`config.mk`:
```
export PLATFORM = sky130hd
export DESIGN_NAME = beep_player
export DESIGN_NICKNAME = d
export VERILOG_FILES = /design/src/rtl/sound_pkg.sv /design/src/rtl/beep_player_tone_div.sv /design/src/rtl/beep_player.sv
export SDC_FILE = /design/constraint.sdc
export NUM_CORES = 1
export LEC_CHECK = 0
export ABC_AREA = 1
export CAP_MARGIN = 20
export CORE_UTILIZATION = 55
export DETAILED_ROUTE_END_ITERATION = 12
export GPL_TIMING_DRIVEN = 1
export PLACE_DENSITY = 0.73
export REMOVE_ABC_BUFFERS = 1
export SYNTH_ARGS = -nofsm -noshare
export SYNTH_HDL_FRONTEND = slang
export SYNTH_HIERARCHICAL = 1
export SYNTH_SLANG_ARGS = --single-unit
```
`constraint.sdc`:
```
create_clock -name CLK -period 2.1 [get_ports CLK]
set_input_delay 0.42 -clock CLK [delete_from_list [all_inputs] [get_ports CLK]]
set_output_delay 0.42 -clock CLK [all_outputs]
set_load 0.005 [all_outputs]
```
`src/rtl/sound_pkg.sv`:
```
// Shared definitions for the sound output path: FSM encoding, limits and
// cycle-count helpers used by beep_player and tone_div.
package sound_pkg;

    typedef enum logic [1:0] {
        IDLE = 2'd0,
        TONE = 2'd1,
        GAP  = 2'd2
    } state_t;

    localparam int unsigned MAX_BEEPS = 3;

    function automatic int unsigned ms_to_cyc(input int unsigned clk_hz,
                                              input int unsigned ms);
        return (clk_hz / 1000) * ms;
    endfunction

    // Counters run 0..n-1, so $clog2(n) bits suffice; a 1-cycle period still needs one bit.
    function automatic int unsigned cnt_width(input int unsigned n);
        return (n < 2) ? 1 : $clog2(n);
    endfunction

endpackage

```
`src/rtl/beep_player_tone_div.sv`:
```
// Square-wave divider: sq toggles every HALF cycles while run is high,
// restarts high on the first cycle after run rises, and is 0 otherwise.
module tone_div
    import sound_pkg::*;
#(
    parameter int unsigned HALF = 5
) (
    input  logic CLK,
    input  logic ena,
    input  logic run,
    output logic sq
);

    localparam int unsigned W = cnt_width(HALF);
    localparam logic [W-1:0] HALF_LAST = W'(HALF - 1);

    logic [W-1:0] cnt_q, cnt_d;
    logic         sq_q, sq_d;
    logic         run_q;

    always_comb begin
        cnt_d = cnt_q;
        sq_d  = sq_q;
        if (!run) begin
            cnt_d = '0;
            sq_d  = 1'b0;
        end else if (!run_q) begin
            cnt_d = '0;
            sq_d  = 1'b1;
        end else if (cnt_q == HALF_LAST) begin
            cnt_d = '0;
            sq_d  = ~sq_q;
        end else begin
            cnt_d = cnt_q + 1'b1;
        end
    end

    always_ff @(posedge CLK or negedge ena) begin
        if (!ena) begin
            cnt_q <= '0;
            sq_q  <= 1'b0;
            run_q <= 1'b0;
        end else begin
            cnt_q <= cnt_d;
            sq_q  <= sq_d;
            run_q <= run;
        end
    end

    assign sq = sq_q;

endmodule

```
`src/rtl/beep_player.sv`:
```
// Piezo beep burst player: plays 0..3 tone bursts separated by silent gaps
// on a start strobe, with abort and completion pulse.
module beep_player
    import sound_pkg::*;
#(
    parameter int unsigned CLK_HZ  = 100_000_000,
    parameter int unsigned TONE_HZ = 2_000,
    parameter int unsigned BEEP_MS = 150,
    parameter int unsigned GAP_MS  = 100
) (
    input  logic       CLK,
    input  logic       ena,
    input  logic       start,
    input  logic [1:0] count,
    input  logic       abort,
    output logic       buzz,
    output logic       busy,
    output logic       done,
    output logic [1:0] beep_idx
);

    localparam int unsigned HALF     = CLK_HZ / (2 * TONE_HZ);
    localparam int unsigned BEEP_CYC = ms_to_cyc(CLK_HZ, BEEP_MS);
    localparam int unsigned GAP_CYC  = ms_to_cyc(CLK_HZ, GAP_MS);
    localparam int unsigned MAX_BG   = (BEEP_CYC > GAP_CYC) ? BEEP_CYC : GAP_CYC;
    localparam int unsigned MAX_CYC  = (HALF > MAX_BG) ? HALF : MAX_BG;
    localparam int unsigned W        = cnt_width(MAX_CYC);
    localparam int unsigned RW       = $clog2(MAX_BEEPS + 1);

    localparam logic [W-1:0] BEEP_LAST = W'(BEEP_CYC - 1);
    localparam logic [W-1:0] GAP_LAST  = W'(GAP_CYC - 1);

    if (HALF == 0 || BEEP_CYC == 0 || GAP_CYC == 0) begin : g_bad_params
        $error("beep_player: HALF, BEEP_CYC and GAP_CYC must all be >= 1");
    end

    state_t          state_q, state_d;
    logic [RW-1:0]   rem_q, rem_d;
    logic [W-1:0]    phase_q, phase_d;
    logic            busy_q, busy_d;
    logic            done_q, done_d;
    logic [1:0]      idx_q, idx_d;
    logic            tone_run;

    always_comb begin
        state_d = state_q;
        rem_d   = rem_q;
        phase_d = phase_q;
        busy_d  = busy_q;
        done_d  = 1'b0;
        idx_d   = idx_q;
        unique case (state_q)
            IDLE: begin
                busy_d = 1'b0;
                idx_d  = 2'd0;
                if (start && !abort) begin
                    if (count != 2'd0) begin
                        state_d = TONE;
                        rem_d   = RW'(count);
                        phase_d = '0;
                        busy_d  = 1'b1;
                        idx_d   = 2'd1;
                    end else begin
                        done_d = 1'b1;
                    end
                end
            end
            TONE: begin
                if (abort) begin
                    state_d = IDLE;
                    rem_d   = '0;
                    phase_d = '0;
                    busy_d  = 1'b0;
                    idx_d   = 2'd0;
                end else if (phase_q == BEEP_LAST) begin
                    phase_d = '0;
                    if (rem_q > RW'(1)) begin
                        state_d = GAP;
                        rem_d   = rem_q - 1'b1;
                    end else begin
                        // beep_idx holds through the done cycle and clears from IDLE
                        state_d = IDLE;
                        rem_d   = '0;
                        busy_d  = 1'b0;
                        done_d  = 1'b1;
                    end
                end else begin
                    phase_d = phase_q + 1'b1;
                end
            end
            GAP: begin
                if (abort) begin
                    state_d = IDLE;
                    rem_d   = '0;
                    phase_d = '0;
                    busy_d  = 1'b0;
                    idx_d   = 2'd0;
                end else if (phase_q == GAP_LAST) begin
                    state_d = TONE;
                    phase_d = '0;
                    idx_d   = idx_q + 2'd1;
                end else begin
                    phase_d = phase_q + 1'b1;
                end
            end
            default: begin
                state_d = IDLE;
                rem_d   = '0;
                phase_d = '0;
                busy_d  = 1'b0;
                idx_d   = 2'd0;
            end
        endcase
    end

    always_ff @(posedge CLK or negedge ena) begin
        if (!ena) begin
            state_q <= IDLE;
            rem_q   <= '0;
            phase_q <= '0;
            busy_q  <= 1'b0;
            done_q  <= 1'b0;
            idx_q   <= 2'd0;
        end else begin
            state_q <= state_d;
            rem_q   <= rem_d;
            phase_q <= phase_d;
            busy_q  <= busy_d;
            done_q  <= done_d;
            idx_q   <= idx_d;
        end
    end

    // Divider is driven by the next state so its registered sq lines up with state_q.
    assign tone_run = (state_d == TONE);

    tone_div #(
        .HALF (HALF)
    ) u_tone_div (
        .CLK (CLK),
        .ena (ena),
        .run (tone_run),
        .sq  (buzz)
    );

    assign busy     = busy_q;
    assign done     = done_q;
    assign beep_idx = idx_q;

endmodule

```
==> results of run 1 <==
[worst register-to-register path, stage by stage, from the launching register on]
cell,delay [ns]
dfrtp_1,0.40
ha_2,0.19
nand2_1,0.06
inv_2,0.12
nand2_4,0.07
nor2_4,0.16
nand3_2,0.09
nand2_1,0.06
inv_1,0.05
nand2_2,0.07
nand2_2,0.07
nor2_4,0.12
nand2_2,0.06
inv_2,0.08
buf_6,0.11
nand3_1,0.07
nor2_1,0.13
[state kept, by name, summed over array words and instances, names as in the netlist]
name / count
busy: 1
u_tone_div/sq: 1
beep_idx: 2
state_q: 2
u_tone_div/run_q: 1
done: 1
u_tone_div/cnt_q: 15
rem_q: 2
phase_q: 24
[power by group through the flow]
stage                     combinational (uW)  sequential, uW  clock (uW)
final                                    842            1070         705
after global routing                     917            1080         759
after CTS                                796            1070         727
after detailed placement                 782            1080           0
after global placement                   758            1080           0
after floorplan                          443            1070           0
[kinds of logic (layout without fill, tap and decap cells)]
group           Yosys count  count (layout)  share of synthesized area (%)
simple gates            242             242                           34.8
buf+inv                  76             112                           10.6
flops                    49              49                           37.7
compound gates           46              46                           9.76
xor+xnor                 18              18                           4.84
fa+ha+maj                 6               6                           2.31
[what timing repair did]
action | 4_1_cts | 5_1_grt
resized for setup | 2 | 27
endpoints found under the hold margin | 0 | 0
pin swaps | 0 | 7
endpoints found under the setup margin | 1 | 16
setup buffers | 0 | 3
[area by class of cell]
cell class              count  area share [%]
well taps                  72            2.39
multi-input cells         312            46.6
repair buffers             39            8.78
flip-flops and latches     49            32.6
inverters                  65            6.46
clock inverters             2           0.994
clock buffers               6            2.19
[metal layers]
metal / track usage [%] / vias to the layer above
li1: - / 1457
met1: 31.7 / 1385
met2: 40.9 / 84
met3: 4.37 / 18
met4: 8.18 / 0
met5: 0 / -
[layout by cell type (no fill, tap or decap), types with 2 or more instances in the layout]
cell,count
buf_4,27
xnor2_1,3
a21oi_1,5
nor2_1,51
ha_1,4
dfrtp_1,46
nand3_2,2
nand3b_1,2
inv_1,63
nand2_2,15
inv_2,2
clkbuf_8,6
clkdlybuf4s50_1,8
nand3_1,33
dfrtp_2,3
nand2_4,6
nor3_2,2
nor2_2,9
xor2_1,15
nand2_1,86
o22ai_1,3
o21ai_0,13
nor2_4,7
nor3b_1,2
nand4_1,17
ha_2,2
a21oi_2,20
nor3_1,9
[metrics by stage]
step | total power (uW) | util [%] | setup TNS, ns | cells
final | 2620 | 67.3 | 0 | 545
after global routing | 2760 | 67.3 | -0.0484 | 545
after CTS | 2590 | 65.5 | 0 | 542
after detailed placement | 1870 | 63.2 | -2.80 | 534
after global placement | 1840 | 63.2 | -0.824 | 534
after floorplan | 1510 | - | -0.714 | 426
[worst paths after layout]
check	endpoint	slack (ns)	cells after the start
setup / recovery	u_tone_div/cnt_q[12]	0.12	16
min in group CLK	u_tone_div/cnt_q[0]	0.47	1
hold reg to reg	u_tone_div/cnt_q[0]	0.47	1
max in group asynchronous	phase_q[8]	1.47	2
hold / removal	u_tone_div/cnt_q[11]	0.09	1
setup reg to reg	u_tone_div/cnt_q[12]	0.12	16
==> metrics.cfg, run 1 <==
[power_and_ir_drop]
pwr-share-clk_pct = 26.9
power.density_mw_per_mm2 = 694
p_int_uw = 1730
p_sw_share_pct = 33.9
sequentialPowerShare_pct = 40.9
p_comb_share_pct = 32.2
p_leak_uw = 0.00166
switchingPower_uw = 889
irDropWorstVdd_uv = 381

[place]
gp_congestion = 1.05
post-place-ws_ns = -0.223
place_area_mm2 = 0.00355
port-buffer-count = 10
hpwl_um = 5380

[sta]
hold_viol = 0
slew_headroom_pct = 63.5
post-route-period-util_pct = 94.5
clock.fmax_ghz = 0.504
slew_violations = 0
fin_ws_ns = 0.116
whs_ns = 0.0910
clock_skew_ns = 0.00883
post-route-min-period_ns = 1.98
tightest_slew_ns = 0.548
setup_viol = 0

[setup_path]
rr_startpoint = phase_q[1]
slowest_stage = dfrtp_1
critPathMaxStageDelay_ns = 0.40
path_class = reg -> reg
cp-start-kind = register
cp_top_family = simple AND/OR/NAND/NOR gates
cp-startpoint = phase_q[1]
cp_cell_sequence = ha_2 -> nand2_1 -> inv_2 -> nand2_4 -> nor2_4 -> nand3_2 -> nand2_1 -> inv_1 -> nand2_2 -> nand2_2 -> nor2_4 -> nand2_2 -> inv_2 -> buf_6 -> nand3_1 -> nor2_1
crit_arrival_ns = 2.21
cp_common_cell = nand2_2
cp.required_ns = 2.33
critPathCaptureType = register
crit_buf_inv = 4
critPathMaxFanout = 4

[floorplan]
die_width_um = 78.9
io_pins = 11
die_area_mm2 = 0.00623
core_area_mm2 = 0.00561
initial_core_util_pct = 58.1
num_rows = 27
dieHeight_um = 78.9

[cells_and_area]
multi_input_area_mm2 = 0.00176
fin_area_mm2 = 0.00378
antenna_cells = 0
n_fill_cell = 497
syn_to_final_growth_pct = 16.0
finalNetCount = 484
regArea_mm2 = 0.00123
drive_gt1_share_pct = 22.4

[drt]
drtPass1Iterations = 4
via_per_inst = 5.40
vias = 2944
drc_errors = 0
drt_iter0_drc = 157
ant_nets = 0
wl_met3_um = 294
routed_wl_um = 7330
highest_layer = met4
wl_met2_um = 3500
m1WireLength_um = 3370
post_drt_wl_per_cell_um = 13.4

[synthesis]
yosysMostFrequentCell = nand2_1
synth_edf_count = 0
yosysWarnings = 6
synth_ff_type = dfrtp_1
synth_top_area_share_pct = 37.7
syn_area_mm2 = 0.00326
synthArstFlopShare_pct = 100
netlist_instances = 437
yosysSeqAreaShare_pct = 37.7
syn_area_per_cell_um2 = 7.45
ys_types = 33
synth_seq_cells = 49
yosys-top-cells-area = dfrtp_1, nand2_1, inv_1, nor2_1, a21oi_2
yosys.area.top_type = dfrtp_1
synth_commonest_cells = nand2_1, inv_1, nor2_1, dfrtp_1, nand3_1

[global_route]
grt_max_degree = 29
grt_pass1_wl_um = 11900
overflow = 0
antenna_found_initial = 0
groute.usage.overall_pct = 24.4
grt_pass1_vias = 2691

[clock_tree]
path_clk_slew_ns = 0.09
postCtsHoldBufs = 0
cts_root_buffer = clkbuf_8
cts.sinks = 49
clockBufferDepth = 2
htree_levels = 2
clk_latency_ns = 0.30
tritoncts = built
numCtsBuffers = 5

[min_path]
hold_path_class = in -> async

[job]
drv_cap = 0

[outcome]
outcome = finished, final reports clean

Power figures use the tool's default switching activity.
==> inputs of run 2 (changes only) <==
--- a/config.mk
+++ b/config.mk
@@ -7,10 +7,11 @@
 export LEC_CHECK = 0
 export ABC_AREA = 1
 export CAP_MARGIN = 20
-export CORE_UTILIZATION = 55
+export CORE_UTILIZATION = 50
 export DETAILED_ROUTE_END_ITERATION = 12
 export GPL_TIMING_DRIVEN = 1
-export PLACE_DENSITY = 0.73
+export HOLD_SLACK_MARGIN = 0.06
+export PLACE_DENSITY = 0.67
 export REMOVE_ABC_BUFFERS = 1
 export SYNTH_ARGS = -nofsm -noshare
 export SYNTH_HDL_FRONTEND = slang
==> run 2 against run 1 <==
Against the previous run: utilization is 7.7 points lower; final area is 0.30% lower; power is 0.23% lower; critical path depth is 1 higher; sequential power hardly changed; hold slack better by 0.0070 ns; sequential cell count stayed put; critical endpoint is now u_tone_div/cnt_q[7].
==> metrics.cfg, run 2 (synthesized netlist as in run 1, its figures left out) <==
[outcome]
outcome = finished, final reports clean

[drt]
drt_iter0_drc = 130
drc_errors = 0
via_per_inst = 5.19
vias = 2865
post_drt_wl_per_cell_um = 12.7
routed_wl_um = 6990
ant_nets = 0
drtPass1Iterations = 4

[setup_path]
critPathCaptureType = register
crit_arrival_ns = 2.17
cp-start-kind = register
rr_startpoint = phase_q[1]
path_class = reg -> reg
cp.required_ns = 2.34
critPathMaxStageDelay_ns = 0.41
cp-startpoint = phase_q[1]
critPathMaxFanout = 12
cp_cell_sequence = ha_2 -> nand2_1 -> inv_2 -> nand2_2 -> nor2_2 -> nand2_1 -> nand2_2 -> nand2_2 -> nand2_1 -> nand2_1 -> nand2_1 -> nor2_2 -> nand2_1 -> inv_1 -> nand2_2 -> buf_12 -> nor2_1
slowest_stage = dfrtp_1
cp_common_cell = nand2_1

[sta]
post-route-period-util_pct = 92.0
hold_viol = 0
fin_ws_ns = 0.168
clock.fmax_ghz = 0.518
post-route-min-period_ns = 1.93
slew_headroom_pct = 61.6
tightest_slew_ns = 0.576
setup_viol = 0
clock_skew_ns = 0.00688
slew_violations = 0

[global_route]
antenna_found_initial = 0
grt_max_degree = 26
grt_pass1_wl_um = 11900
grt_pass1_vias = 2744
groute.usage.overall_pct = 23.0
overflow = 0

[place]
gp_congestion = 0.946
place_area_mm2 = 0.00359
port-buffer-count = 10
post-place-ws_ns = -0.163
hpwl_um = 5350

[cells_and_area]
fin_area_mm2 = 0.00376
finalNetCount = 486
drive_gt1_share_pct = 21.1
top_register = phase_q
syn_to_final_growth_pct = 15.6
final_cell_mix = nand2_1, inv_1, nor2_1, dfrtp_1, nand3_1
antenna_cells = 0
reg.largest.list = phase_q x24, u_tone_div/cnt_q x15
largest_reg_flops = 24
layout_commonest_cell = nand2_1

[floorplan]
num_rows = 29
io_pins = 11
dieHeight_um = 82.7
die_width_um = 82.7
core_area_mm2 = 0.00631
die_area_mm2 = 0.00684
initial_core_util_pct = 51.6

[clock_tree]
path_clk_slew_ns = 0.09
tritoncts = built
postCtsHoldBufs = 0
cts_root_buffer = clkbuf_8
numCtsBuffers = 5
cts.sinks = 49
clockBufferDepth = 2
htree_levels = 2
clk_latency_ns = 0.30

[job]
drv_cap = 0

[min_path]
hold_path_class = in -> async

[power_and_ir_drop]
power.density_mw_per_mm2 = 694
p_leak_uw = 0.00165
irDropWorstVdd_uv = 422

[run 2: cell types whose count changed in the layout (fill, tap and decap cells not counted), moves of 2 or more]
cell | previous run | this run
buf_12 | 1 | 3
nand2_2 | 15 | 11
nand2_1 | 86 | 93
nor2_4 | 7 | 3
nor2_2 | 9 | 14
nand2_4 | 6 | 3
[run 2: per-stage QoR]
stage | TNS, ns | instances | hold slack, ns | util (%) | total power, uW
after CTS | 0 | 549 | 0.119 | 58.8 | 2620
after detailed placement | -1.85 | 541 | 0.456 | 56.9 | 1920
after floorplan | -0.714 | 426 | 0.124 | - | 1510
final | 0 | 552 | 0.0980 | 59.6 | 2610
after global routing | -0.00724 | 552 | 0.135 | 59.6 | 2800
after global placement | -0.705 | 541 | 0.444 | 56.9 | 1900
[run 2: final timing paths]
kind	endpoint	cells after the start	slack [ns]
hold reg to reg	u_tone_div/cnt_q[0]	1	0.49
max in group asynchronous	phase_q[8]	2	1.45
setup reg to reg	u_tone_div/cnt_q[7]	17	0.17
hold / removal	u_tone_div/cnt_q[5]	1	0.1
setup / recovery	u_tone_div/cnt_q[7]	17	0.17
min in group CLK	u_tone_div/cnt_q[0]	1	0.49
[run 2: critical path, delay by kind of cell (launching register included)]
family	cells	cell delay, ns
AND/OR/NAND/NOR	13	0.97
flip-flops	1	0.41
buffers and inverters	3	0.29
adder cells (fa/ha/maj)	1	0.20
[run 2: layer usage]
metal | track usage [%] | share of wire (%)
met1 | 27.8 | 47
met4 | 11.0 | 2.5
met2 | 39.5 | 48
met5 | 0 | 0
met3 | 3.96 | 2.3
[run 2: final cells by class]
type	count	area, um2
clock inverters	2	37.5
inverters	65	244
well taps	77	96.3
clock buffers	6	82.6
flip-flops and latches	49	1230
fillers	579	2550
multi-input cells	312	1710
repair buffers	41	368
[run 2: what timing repair did]
item | CTS | global route
resized for setup | 0 | 13
buffers inserted | 0 | 3
hold endpoints to repair | 0 | 0
setup endpoints to repair | 0 | 16
[run 2: where the power goes]
group | internal, uW | switching, uW | total, uW
combinational | 344 | 507 | 851
clock | 387 | 317 | 705
sequential | 1010 | 44.8 | 1060
==> inputs of run 3 (changes only) <==
--- a/config.mk
+++ b/config.mk
@@ -12,7 +12,6 @@
 export GPL_TIMING_DRIVEN = 1
 export HOLD_SLACK_MARGIN = 0.06
 export PLACE_DENSITY = 0.67
-export REMOVE_ABC_BUFFERS = 1
 export SYNTH_ARGS = -nofsm -noshare
 export SYNTH_HDL_FRONTEND = slang
 export SYNTH_HIERARCHICAL = 1
==> constraint.sdc (replaced) <==
create_clock -name CLK -period 2.3 [get_ports CLK]
set_input_delay 0.46 -clock CLK [delete_from_list [all_inputs] [get_ports CLK]]
set_output_delay 0.46 -clock CLK [all_outputs]
set_load 0.005 [all_outputs]
==> run 3 against run 2 <==
Against the previous run: power is 11% lower; clock skew is 0.00066 ns lower; first-iteration DRC count is 3.1% higher; hold slack worse by 0.029 ns; sequential power is 8% lower; die area stayed put; utilization is 3.0 points lower; non-clock buffer count is 20 lower; final area is 5.1% lower; sequential cell count stayed put; highest routed layer unchanged.
==> metrics.cfg, run 3 (synthesized netlist as in run 1, its figures left out) <==
[cells_and_area]
reg.largest.list = phase_q x24, u_tone_div/cnt_q x15
fin_util_pct = 56.6
finalNetCount = 466
antenna_cells = 0
largest_reg_flops = 24
top_register = phase_q
fin_area_mm2 = 0.00357
drive_gt1_share_pct = 15.2
final_cells = 532
final_cell_mix = nand2_1, inv_1, nor2_1, dfrtp_1, nand3_1
layout_commonest_cell = nand2_1
syn_to_final_growth_pct = 9.76

[global_route]
overflow = 0
groute.usage.overall_pct = 21.8
grt_max_degree = 23
antenna_found_initial = 0
grt_pass1_vias = 2568
grt_pass1_wl_um = 11200

[sta]
tns_ns = 0
hold_viol = 0
slew_violations = 0
grt_setup_unrepaired = no
tightest_slew_ns = 0.390
clock.fmax_ghz = 0.487
post-route-period-util_pct = 89.3
setup_viol = 0
post-route-min-period_ns = 2.05
clock_skew_ns = 0.00622
fin_ws_ns = 0.245
slew_headroom_pct = 74.0

[power_and_ir_drop]
irDropWorstVdd_uv = 625
p_leak_uw = 0.00155
power.density_mw_per_mm2 = 651

[clock_tree]
tritoncts = built
clockBufferDepth = 2
postCtsResizedCells = 0
path_clk_slew_ns = 0.09
numCtsBuffers = 5
htree_levels = 2
cts.sinks = 49
cts_root_buffer = clkbuf_8
postCtsHoldBufs = 0
clk_latency_ns = 0.30
cts_setup_buffers = 0

[setup_path]
path_class = reg -> reg
crit_arrival_ns = 2.30
cp.required_ns = 2.55
cp-startpoint = phase_q[11]
cp-start-kind = register
critPathMaxFanout = 5
rr_startpoint = phase_q[11]
critPathCaptureType = register

[place]
gp_congestion = 0.882
place_area_mm2 = 0.00343
post-place-ws_ns = -0.0147
port-buffer-count = 10
hpwl_um = 5230
placed_cells = 524

[drt]
via_per_inst = 5.17
routed_wl_um = 6790
drt_iter0_drc = 134
ant_nets = 0
highest_layer = met4
drtPass1Iterations = 4
post_drt_wl_per_cell_um = 12.8
drc_errors = 0
wl_met3_um = 153
wl_met2_um = 3300
m1WireLength_um = 3210
vias = 2752

[min_path]
hold_path_class = in -> async

[floorplan]
core_area_mm2 = 0.00631
die_width_um = 82.7
die_area_mm2 = 0.00684
initial_core_util_pct = 51.6
num_rows = 29
dieHeight_um = 82.7
io_pins = 11

[synthesis]
synthesis.nets = 449

[outcome]
outcome = finished, final reports clean

[job]
drv_cap = 0

run 3: cell types whose count changed in the layout (fill, tap and decap cells not counted), sizes merged:
cell           before  now
buf                32   12
bufinv              1    2
clkbuf              6    5
clkdlybuf4s50       8    9
clkinv              0    1
clkinvlp            1    0
dlymetal6s2s        1    0
run 3: power breakdown:
part | switching (uW) | internal, uW
registers | 47.4 | 924
clock network | 284 | 432
logic | 427 | 213
run 3: cell type report:
class,instances,area [um2]
Clock buffer,5,68.8
Clock inverter,3,65.1
Fill cell,593,2740
Inverter,65,244
Multi-Input combinational cell,312,1700
Sequential cell,49,1230
Tap cell,77,96.3
Timing Repair Buffer,21,178
run 3: through the flow:
stage	total power, uW	hold WS (ns)
after detailed placement	1630	0.413
after CTS	2340	0.0821
after floorplan	1460	0.164
after global placement	1620	0.414
final	2330	0.0692
after global routing	2480	0.0910
run 3: routing by layer:
layer  up-vias  global-route usage (%)
li1       1419                       -
met1      1287                    27.1
met2        34                    38.0
met3        12                    3.74
met4         0                    7.24
met5         -                       0
run 3: final timing paths:
kind / slack (ns) / to / depth (start not counted)
hold reg to reg: 0.48 / u_tone_div/cnt_q[0] / 1
setup reg to reg: 0.25 / u_tone_div/sq / 16
min in group CLK: 0.48 / u_tone_div/cnt_q[0] / 1
hold / removal: 0.07 / phase_q[14] / 1
max in group asynchronous: 1.63 / u_tone_div/cnt_q[7] / 2
setup / recovery: 0.25 / u_tone_div/sq / 16
run 3: worst max-delay path: stages (launching register included):
cell and delay (ns):
dfrtp_1 0.41, inv_1 0.16, nand2_1 0.09, nor2_1 0.10, nand2_1 0.07, nor2_2 0.13, nand2_1 0.09, nand2_2 0.12
nand2_1 0.07, nand2_1 0.08, nand2_1 0.07, nor2_2 0.13, nand2_1 0.06, inv_1 0.10, buf_4 0.14, nand3_1 0.08
nand2_1 0.08
==> variant, RTL diff (config.mk and constraints of run 1) <==
The parameter `GAP_MS` goes from 100 to 200.
--- a/src/rtl/beep_player.sv
+++ b/src/rtl/beep_player.sv
@@ -7,5 +7,5 @@
     parameter int unsigned TONE_HZ = 2_000,
     parameter int unsigned BEEP_MS = 150,
-    parameter int unsigned GAP_MS  = 100
+    parameter int unsigned GAP_MS  = 200
 ) (
     input  logic       CLK,
Function: same outputs for any inputs over 10 cycles, from zero or initial values; that may be too few to reach the edited logic, so the function may still have changed.
==> variant against run 1 <==
  * Global-route usage increased by 2.0 points
  * Largest power group unchanged
  * Synthesized cell count is 2.3% higher
  * Largest cell class unchanged
  * Critical path type unchanged
  * Sequential cell count grew 1
  * Area after synthesis is 3.1% lower
  * Worst setup slack improved by 0.055 ns
  * Total power down 3.6%
  * Wire length shrank 1.6%
  * First-iteration DRC count decreased by 42%
  * Design area fell by 3.5%
  * Worst hold slack got worse by 0.025 ns
==> variant: results (changes against run 1) <==
| Metric | Value |
|---|---|
| Reg2Reg Setup Slack | 0.17 ns (was 0.12 ns) |
| Post-Synth Adder-Cell Area | 2.38% (was 2.31%) |
| 1st-pass router iterations | 5 (was 4) |
| GRT met3 Usage | 3.76% (was 4.37%) |
| FF-to-FF End | u_tone_div/sq (was u_tone_div/cnt_q[12]) |
| Largest regs | phase_q (25), u_tone_div/cnt_q (15) (was phase_q (24), u_tone_div/cnt_q (15)) |
| Wire per inst | 13.0 um (was 13.4 um) |
| Post-Synthesis Cells | 447 (was 437) |
| Global-route wire length before repair | 12600 um (was 11900 um) |
| Crit path largest cell delay | 0.42 ns (was 0.40 ns) |
| Vias in the first global route | 2773 (was 2691) |
| Maximum vdd drop | 0.000586 V (was 0.000381 V) |
| Post-layout nets | 493 (was 484) |
| Gr usage total | 26.3% (was 24.4%) |
| Sequential-to-total area share from yosys stat | 39.7% (was 37.7%) |
| Met1 track demand over resource | 33.6% (was 31.7%) |
| Met3 Wirelength | 245 um (was 294 um) |
| Largest net degree at the start of global routing | 22 (was 29) |
| Post-synth top cells | nand2_1, nor2_1, inv_1, dfrtp_1, nand3_1 (was nand2_1, inv_1, nor2_1, dfrtp_1, nand3_1) |
| Total number of vias | 2860 (was 2944) |
| CP startpoint | phase_q[0] (was phase_q[1]) |
| Initial detailed-routing violation count | 91 (was 157) |
| Run status | complete, no violations (unchanged) |
| Xor and xnor fraction of the mapped netlist area | 4.44% (was 4.84%) |
| LEAKAGE | 1.63 nW (was 1.66 nW) |
| Final Skew | 0.00787 ns (was 0.00883 ns) |
| Met2 wire len | 3480 um (was 3500 um) |
| Post-synthesis compound-gate area fraction | 5.79% (was 9.76%) |
| Top cells by area, synth | dfrtp_1, nand2_1, nor2_1 (was dfrtp_1, nand2_1, inv_1) |
| Fill cells | 492 (was 497) |
| DP Wirelength | 5450 um (was 5380 um) |
| Layout cells sized above 1 | 16.8% (was 22.4%) |
| Pre-CTS WS | -0.103 ns (was -0.223 ns) |
| Worst Tran Pin Value | 0.478 ns (was 0.548 ns) |
| Reg2Reg Depth | 17 (was 16) |
| Cell Area, Placed | 3440 um^2 (was 3550 um^2) |
| Fin Hold WS | 0.0662 ns (was 0.0910 ns) |
variant: changes by cell type after synthesis, moves of 5 or more:
cell	delta
a21oi_2	-20
nand2_1	+19
nand4_1	-7
nor2_1	+25
nor3_1	-5
o21ai_0	+8
variant: kinds of logic (layout without fill, tap and decap cells):
logic type | after synthesis | after routing
XOR/XNOR | 16 | 16
AO/OA/AOI/OAI | 31 | 31
buffers and inverters | 72 | 106
adder cells (fa/ha/maj) | 6 | 6
flip-flops | 50 | 50
AND/OR/NAND/NOR | 272 | 272
variant: cell type report:
type                       count  area [um^2]  area share (%)
multi-input combinational    325         1650            45.4
sequential                    50         1260            34.5
timing repair buffer          32          277            7.59
inverter                      67          254            6.97
tap                           72         90.1            2.47
clock buffer                   6         82.6            2.27
clock inverter                 1         30.0           0.824
variant: power groups by stage:
stage	clock, W	combinational, W	sequential (W)
floorplan	0	0.000385	0.00109
global placement	0	0.000698	0.00109
global route	0.000743	0.000860	0.00108
detailed placement	0	0.000707	0.00109
finish	0.000692	0.000762	0.00107
CTS	0.000709	0.000718	0.00107
variant: how the worst max path moves through the flow:
stage                      endpoint  slack [ns]  cells past startpoint
6_report              u_tone_div/sq        0.17                     17
5_1_grt        u_tone_div/cnt_q[14]      -0.006                     16
4_1_cts        u_tone_div/cnt_q[11]       0.009                     17
3_5_place_dp          u_tone_div/sq       -0.10                     13
3_3_place_gp          u_tone_div/sq       -0.01                     14
2_1_floorplan         u_tone_div/sq        0.16                     17
variant: repair_timing:
item / 4_1_cts / 5_1_grt
endpoints found under the setup margin: 1 / 16
pin swaps: 0 / 13
hold buffers: 0 / 0
resized for setup: 1 / 22
buffers inserted: 0 / 5
